**src/rtl/shared_vram_arbiter.sv**
```systemverilog
// Shared video RAM arbiter between main CPU A and sub CPU B.
// Round-robin grant, Z80 WAIT stretching and VRAM write strobe.
module shared_vram_arbiter #(
  parameter int ACC_CYCLES = 2,
  parameter int CNT_W      = 3,
  parameter bit PARK_SEL   = 1'b0
) (
  input  logic clk,
  input  logic reset,
  input  logic a_req,
  input  logic a_wr,
  input  logic b_req,
  input  logic b_wr,
  output logic ab_sel,
  output logic a_wait_n,
  output logic b_wait_n,
  output logic vram_we_n,
  output logic busy
);

  typedef enum logic [2:0] {
    S_IDLE,
    S_ACC_A,
    S_DONE_A,
    S_ACC_B,
    S_DONE_B
  } state_t;

  localparam logic [CNT_W-1:0] LP_LOAD = CNT_W'(ACC_CYCLES - 1);
  localparam logic [CNT_W-1:0] LP_ONE  = CNT_W'(1);

  state_t           r_state;
  logic [CNT_W-1:0] r_cnt;
  logic             r_sel;
  logic             r_we_n;
  logic             r_busy;
  // 0 = A was granted last, 1 = B was granted last
  logic             r_last;

  state_t           w_nstate;
  logic [CNT_W-1:0] w_ncnt;
  logic             w_nsel;
  logic             w_nwe_n;
  logic             w_nlast;

  // Next state: grant, access countdown, abort and hand-over
  always_comb begin
    w_nstate = r_state;
    w_ncnt   = r_cnt;
    w_nsel   = r_sel;
    w_nwe_n  = 1'b1;
    w_nlast  = r_last;
    unique case (r_state)
      S_IDLE: begin
        if (a_req && (!b_req || r_last)) begin
          w_nstate = S_ACC_A;
          w_ncnt   = LP_LOAD;
          w_nsel   = 1'b0;
          w_nwe_n  = ~a_wr;
        end else if (b_req) begin
          w_nstate = S_ACC_B;
          w_ncnt   = LP_LOAD;
          w_nsel   = 1'b1;
          w_nwe_n  = ~b_wr;
        end
      end
      S_ACC_A: begin
        if (r_cnt == '0) begin
          w_nstate = S_DONE_A;
        end else if (!a_req) begin
          w_nstate = S_IDLE;
          w_nlast  = 1'b0;
        end else begin
          w_ncnt  = r_cnt - LP_ONE;
          w_nwe_n = ~a_wr;
        end
      end
      S_DONE_A: begin
        if (!a_req) begin
          w_nlast = 1'b0;
          if (b_req) begin
            w_nstate = S_ACC_B;
            w_ncnt   = LP_LOAD;
            w_nsel   = 1'b1;
            w_nwe_n  = ~b_wr;
          end else begin
            w_nstate = S_IDLE;
          end
        end
      end
      S_ACC_B: begin
        if (r_cnt == '0) begin
          w_nstate = S_DONE_B;
        end else if (!b_req) begin
          w_nstate = S_IDLE;
          w_nlast  = 1'b1;
        end else begin
          w_ncnt  = r_cnt - LP_ONE;
          w_nwe_n = ~b_wr;
        end
      end
      S_DONE_B: begin
        if (!b_req) begin
          w_nlast = 1'b1;
          if (a_req) begin
            w_nstate = S_ACC_A;
            w_ncnt   = LP_LOAD;
            w_nsel   = 1'b0;
            w_nwe_n  = ~a_wr;
          end else begin
            w_nstate = S_IDLE;
          end
        end
      end
      default: begin
        w_nstate = S_IDLE;
      end
    endcase
  end

  // State, counter and registered outputs
  always_ff @(posedge clk) begin
    if (reset) begin
      r_state <= S_IDLE;
      r_cnt   <= '0;
      r_sel   <= PARK_SEL;
      r_we_n  <= 1'b1;
      r_busy  <= 1'b0;
      r_last  <= 1'b1;
    end else begin
      r_state <= w_nstate;
      r_cnt   <= w_ncnt;
      r_sel   <= w_nsel;
      r_we_n  <= w_nwe_n;
      r_busy  <= (w_nstate != S_IDLE);
      r_last  <= w_nlast;
    end
  end

  assign ab_sel    = r_sel;
  assign vram_we_n = r_we_n;
  assign busy      = r_busy;

  // WAIT is combinational so it can be asserted in the same T-state
  assign a_wait_n = reset | ~(a_req & (r_state != S_DONE_A));
  assign b_wait_n = reset | ~(b_req & (r_state != S_DONE_B));

endmodule

```
**config.mk**
```make
export PLATFORM = sky130hd
export DESIGN_NAME = shared_vram_arbiter
export DESIGN_NICKNAME = d
export VERILOG_FILES = /design/src/rtl/shared_vram_arbiter.sv
export SDC_FILE = /design/constraint.sdc
export NUM_CORES = 1
export LEC_CHECK = 0
export ABC_AREA = 1
export CORE_UTILIZATION = 57
export DETAILED_ROUTE_END_ITERATION = 12
export PLACE_DENSITY = 0.93
export SYNTH_ARGS = -nofsm -noshare
export SYNTH_HDL_FRONTEND = slang
export SYNTH_SLANG_ARGS = --single-unit
```
**constraint.sdc**
```tcl
create_clock -name clk -period 2.35 [get_ports clk]
set_input_delay 0.5875 -clock clk [delete_from_list [all_inputs] [get_ports clk]]
set_output_delay 0.5875 -clock clk [all_outputs]
set_load 0.005 [all_outputs]
```
==> results of run 1 <==
==> area by class of cell <==
type / count / area [sq um]
multi-input combinational: 110 / 541
clock buffer: 4 / 36.3
inverter: 20 / 75.1
fill: 118 / 344
timing repair buffer: 14 / 135
sequential: 10 / 200
tap: 15 / 18.8
==> cell usage after synthesis, drive strengths merged <==
library cell / instances
a21boi: 1
a21oi: 6
buf: 4
clkbuf: 1
dfxtp: 10
ha: 2
inv: 20
nand2: 43
nand3: 16
nand4: 1
nor2: 29
nor3: 1
o211ai: 2
o21ai: 8
or2: 1
==> power by group <==
part,internal (uW),leakage (uW),total (uW),switching [uW]
Clock,94.1,0.0000210,158,63.6
Combinational,237,0.000441,597,360
Sequential,237,0.0000828,298,61.0
==> worst paths after layout <==
check / from / cells past startpoint / endpoint / slack (ns)
worst max-delay path: reset / 4 / a_wait_n / 0.33
worst min-delay path: r_last / 2 / r_last / 0.50
worst max register to register: r_state[0] / 9 / r_cnt[0] / 0.91
worst min register to register: r_last / 2 / r_last / 0.50
==> state kept, by name (all words and copies together) (netlist names) <==
register / cells
vram_we_n: 1
busy: 1
r_state: 3
r_cnt: 3
ab_sel: 1
r_last: 1
==> placed cells by master, fill, tap and decap left out, types with 2 or more instances in the layout <==
| cell type | instances |
|---|---|
| dfxtp_1 | 10 |
| a21oi_1 | 6 |
| nor2_4 | 2 |
| nor2_2 | 3 |
| o211ai_1 | 2 |
| nand3_2 | 3 |
| o21ai_0 | 8 |
| clkbuf_4 | 3 |
| inv_2 | 2 |
| ha_1 | 2 |
| nand3_1 | 12 |
| nand2_2 | 2 |
| nor2_1 | 24 |
| buf_4 | 4 |
| nand2_1 | 41 |
| inv_1 | 18 |
| dlymetal6s2s_1 | 2 |
| clkdlybuf4s50_1 | 8 |
==> repair_timing <==
action,CTS,global route
gates resized for setup,0,2
buffers inserted,0,0
endpoints found under the setup margin,0,2
==> per-layer routing <==
layer / track usage (%) / share of wire, % / up-vias
li1: - / - / 478
met5: 0 / 0 / -
met4: 10.0 / 2.0 / 0
met3: 1.63 / 7.6 / 8
met1: 45.1 / 46 / 408
met2: 52.8 / 45 / 57
==> metrics by stage <==
| step | hold WS, ns | total power, uW | std cells | setup slack [ns] | instance area, sq um |
|---|---|---|---|---|---|
| final | 0.497 | 1050 | 173 | 0.332 | 1010 |
| after global routing | 0.519 | 1150 | 173 | 0.290 | 1010 |
| after CTS | 0.499 | 1040 | 173 | 0.000210 | 1000 |
| after detailed placement | 0.484 | 885 | 169 | 0.0202 | 965 |
| after global placement | 0.482 | 863 | 169 | 0.0346 | 965 |
| after floorplan | 0.464 | 739 | 145 | 0.742 | 856 |
==> logic make-up after synthesis <==
| family | Yosys count |
|---|---|
| adders and majority gates | 2 |
| DFF | 10 |
| buffers and inverters | 25 |
| and+or+nand+nor | 91 |
| AOI/OAI and AO/OA | 17 |
==> worst max-delay path, delay by kind of cell <==
kind,cells,cell delay (ns)
buffers and inverters,3,0.70
and+or+nand+nor,1,0.14
==> impl_metrics.ini, run 1 <==
[status]
status = completed

[route]
viasPerCell = 5.50
post_drt_wl_per_cell_um = 12.7
drt-total-wl_mm = 2.19
antenna_left = 0
route.detailed.drc = 0
first_iter_violations = 39
vias = 951
first_pass_iters = 4

[global_routing]
grt_pass1_vias = 807
grt_pass1_wl_mm = 3.51
antenna_found_initial = 0
grt_max_degree = 18
grt_usage_pct = 32.2
overflow = 0

[clock_network]
cts_tree = yes
htreeDepth = 1
clock_latency_ns = 0.27
numCtsBuffers = 3
ctsRootBufferMaster = clkbuf_4
cts_sinks = 10
clk_pin_slew_worst_paths_ns = 0.07
clk_path_buf_depth = 2
cts_hold_buf = 0

[layout]
nets = 167
syn_to_final_growth_pct = 17.5
utilization_pct = 74.5
insertedDiodeCount = 0
drive_above_1_share_pct = 13.3

[critical_path]
cp_slowest_stage_delay_ns = 0.40
crit_chain = clkdlybuf4s50_1, inv_1, nand3_1, dlymetal6s2s_1
arrival_ns = 1.43
criticalPathCategory = in -> out
slowest_stage = clkdlybuf4s50_1
worst_setup_path_end_kind = output port
crit_fanout = 4
worstPathRequired_ns = 1.76
worst_setup_path_start_kind = primary input

[min_path]
min-delay-path-class = reg -> reg

[floorplanning]
die-width_um = 40.8
die-area_sq_um = 1660
pin_count = 11
die_h_um = 40.8
core_area_sq_um = 1350
initial_core_util_pct = 63.4
num_rows = 13

[sta]
rsz0062_at_grt = false
fin_tns_setup_ns = 0
finClkSkew_ns = 0.00419
maxSlewHeadroom_pct = 75.8
fin_crit_ns = 2.02
drv_slew = 0
tightest_slew_ns = 0.363
finalSetupViolCount = 0
fmax_mhz = 496
hold_violations = 0
finalCritPeriodShare_pct = 85.9

[synthesis]
yosysTopAreaCellShare_pct = 23.4
synth_cell_types = 22
synth-warning-count = 0
synth_nets = 153
synthTopCellsByArea = dfxtp_1, nand2_1, nor2_1, inv_1, nand3_1
synthAdderAreaFrac_pct = 2.92
synth_seq_cells = 10
synth_compound_area_share_pct = 10.8
synth_simple_gate_area_share_pct = 49.4
synthesis.area_sq_um = 856
synth_top_family_by_area = simple AND/OR/NAND/NOR gates
synth_top_area_cell = dfxtp_1
syn_area_per_cell_sq_um = 5.90
synth.mux.area_fraction_pct = 0
seq_area_frac_synth_pct = 23.4
netlist_instances = 145
synth_xor_area_share_pct = 0

[power]
cellLeakagePower_uw = 0.000545
power.density_nw_per_um2 = 1050
peakVddDrop_uv = 656

[place]
io_buffers = 10
dp_hpwl_mm = 1.64
gp_congestion = 0.894

[job]
max-cap-violations = 0
Power figures use the tool's default switching activity.
==> inputs of run 2 (changes only) <==
--- a/config.mk
+++ b/config.mk
@@ -6,9 +6,9 @@
 export NUM_CORES = 1
 export LEC_CHECK = 0
 export ABC_AREA = 1
-export CORE_UTILIZATION = 57
+export CORE_UTILIZATION = 53
 export DETAILED_ROUTE_END_ITERATION = 12
-export PLACE_DENSITY = 0.93
+export PLACE_DENSITY = 0.88
 export SYNTH_ARGS = -nofsm -noshare
 export SYNTH_HDL_FRONTEND = slang
 export SYNTH_SLANG_ARGS = --single-unit
==> constraint.sdc (replaced) <==
create_clock -name clk -period 2.3 [get_ports clk]
set_input_delay 0.575 -clock clk [delete_from_list [all_inputs] [get_ports clk]]
set_output_delay 0.575 -clock clk [all_outputs]
set_load 0.005 [all_outputs]
==> run 2 against run 1 <==
Flip-flop and latch count stayed put. Via count did not move. Worst hold slack better by 0.012 ns. Critical path depth is the same. Cell count increased by 0.58%. Clock power increased by 4%. Setup slack lost 0.098 ns. Total power grew 2.0%. Critical endpoint is now b_wait_n. Largest power group unchanged. Highest routed layer unchanged.
==> impl_metrics.ini, run 2 (synthesis results as in run 1) <==
[status]
status = completed

[sta]
rsz0062_at_grt = false
finalCritPeriodShare_pct = 89.8
fmax_mhz = 484
hold_violations = 0
drv_slew = 0
tightest_slew_ns = 0.337
maxSlewHeadroom_pct = 77.5
fin_crit_ns = 2.07
holdWs_ns = 0.509
finalSetupViolCount = 0
fin_tns_setup_ns = 0
finClkSkew_ns = 0.00287

[layout]
fill_cells = 145
multi_input_area_sq_um = 541
final_area_sq_um = 1000
reg.largest.list = r_cnt (3), r_state (3)
syn_to_final_growth_pct = 16.8
drive_above_1_share_pct = 13.3
layout_common_cells = nand2_1, nor2_1, inv_1, nand3_1, dfxtp_1
final_common_cell = nand2_1
insertedDiodeCount = 0
regArea_sq_um = 200
nets = 167

[global_routing]
grt_util_met2_pct = 41.8
grt_pass1_wl_mm = 3.61
grt_max_degree = 18
use_met1_pct = 35.7
met3_usage_pct = 4.31
overflow = 0
grt.busiest_layer = met2
grt_pass1_vias = 876
grt_usage_pct = 26.2
antenna_found_initial = 0

[route]
antenna_left = 0
viasPerCell = 5.47
first_pass_iters = 4
drt-total-wl_mm = 2.08
vias = 951
first_iter_violations = 52
route.detailed.drc = 0
post_drt_wl_per_cell_um = 11.9

[power]
power.density_nw_per_um2 = 1070
p_switching_uw = 494
combPwrFrac_pct = 56.7
p_int_uw = 579
pwr-share-clk_pct = 15.3
seqPwrFrac_pct = 28.0
cellLeakagePower_uw = 0.000536
switching_share_pct = 46.1
peakVddDrop_uv = 646

[clock_network]
numCtsBuffers = 3
ctsRootBufferMaster = clkbuf_4
cts_setup_buffers = 0
clk_path_buf_depth = 2
cts_tree = yes
htreeDepth = 1
cts_hold_buf = 0
clk_pin_slew_worst_paths_ns = 0.07
cts_sinks = 10
clock_latency_ns = 0.27
cts_resized = 2

[critical_path]
r2r_start = r_state[0]
worst_setup_path_start_kind = primary input
worst_setup_path_end_kind = output port
criticalPathCategory = in -> out
rrSetupSlack_ns = 0.87
reg2reg_to = r_cnt[0]
critPathCapture = b_wait_n
arrival_ns = 1.49
crit_fanout = 4
worstPathRequired_ns = 1.73
worst_r2r_path_depth = 9
crit_path_start = reset

[floorplanning]
num_rows = 14
core_area_sq_um = 1510
initial_core_util_pct = 56.8
die-area_sq_um = 1780
pin_count = 11
die-width_um = 42.2
die_h_um = 42.2

[min_path]
min-delay-path-class = reg -> reg

[job]
max-cap-violations = 0

[place]
dp_hpwl_mm = 1.63
io_buffers = 10
gp_congestion = 0.936
post_dp_cell_area_sq_um = 966
## run 2: changes by cell type in the layout (fill, tap and decap cells not counted)
cell            change
dlygate4sd2_1       +2
dlymetal6s2s_1      -2
## run 2: through the flow
step | instances | util (%) | worst slack [ns] | total power [uW]
after detailed placement | 170 | 64.1 | 0.00443 | 907
after global placement | 170 | 64.1 | 0.00122 | 881
after floorplan | 145 | - | 0.717 | 756
final | 174 | 66.4 | 0.234 | 1070
after CTS | 174 | 66.4 | 0.236 | 1070
after global routing | 174 | 66.4 | 0.202 | 1180
## run 2: worst min-delay path by stage
stage,from,endpoint,slack [ns],depth (start not counted)
finish,r_last,r_last,0.51,2
detailed placement,r_last,r_last,0.49,2
global placement,r_last,r_last,0.48,2
floorplan,r_last,r_last,0.46,2
global route,r_last,r_last,0.55,2
CTS,r_last,r_last,0.50,2
## run 2: area by class of cell
class                   instances  area share, %
clock buffers                   4           3.63
inverters                      20           7.51
multi-input cells             110           54.1
flip-flops and latches         10           20.0
well taps                      16           2.00
repair buffers                 14           12.8
## run 2: critical path: stages
cell and delay [ns]:
clkdlybuf4s50_1 0.40, inv_1 0.11, nand3_1 0.12, dlygate4sd2_1 0.29
## run 2: power by group through the flow
stage	clock (uW)	sequential [uW]	combinational, uW
after floorplan	0	285	471
after global placement	0	298	583
after detailed placement	0	303	604
after CTS	166	299	605
after global routing	175	309	696
final	165	301	608
## run 2: routing by layer
layer | routed length [um] | share of wire (%)
met5 | 0 | 0
met4 | 14 | 0.67
met3 | 159 | 7.7
met2 | 917 | 44
met1 | 987 | 47
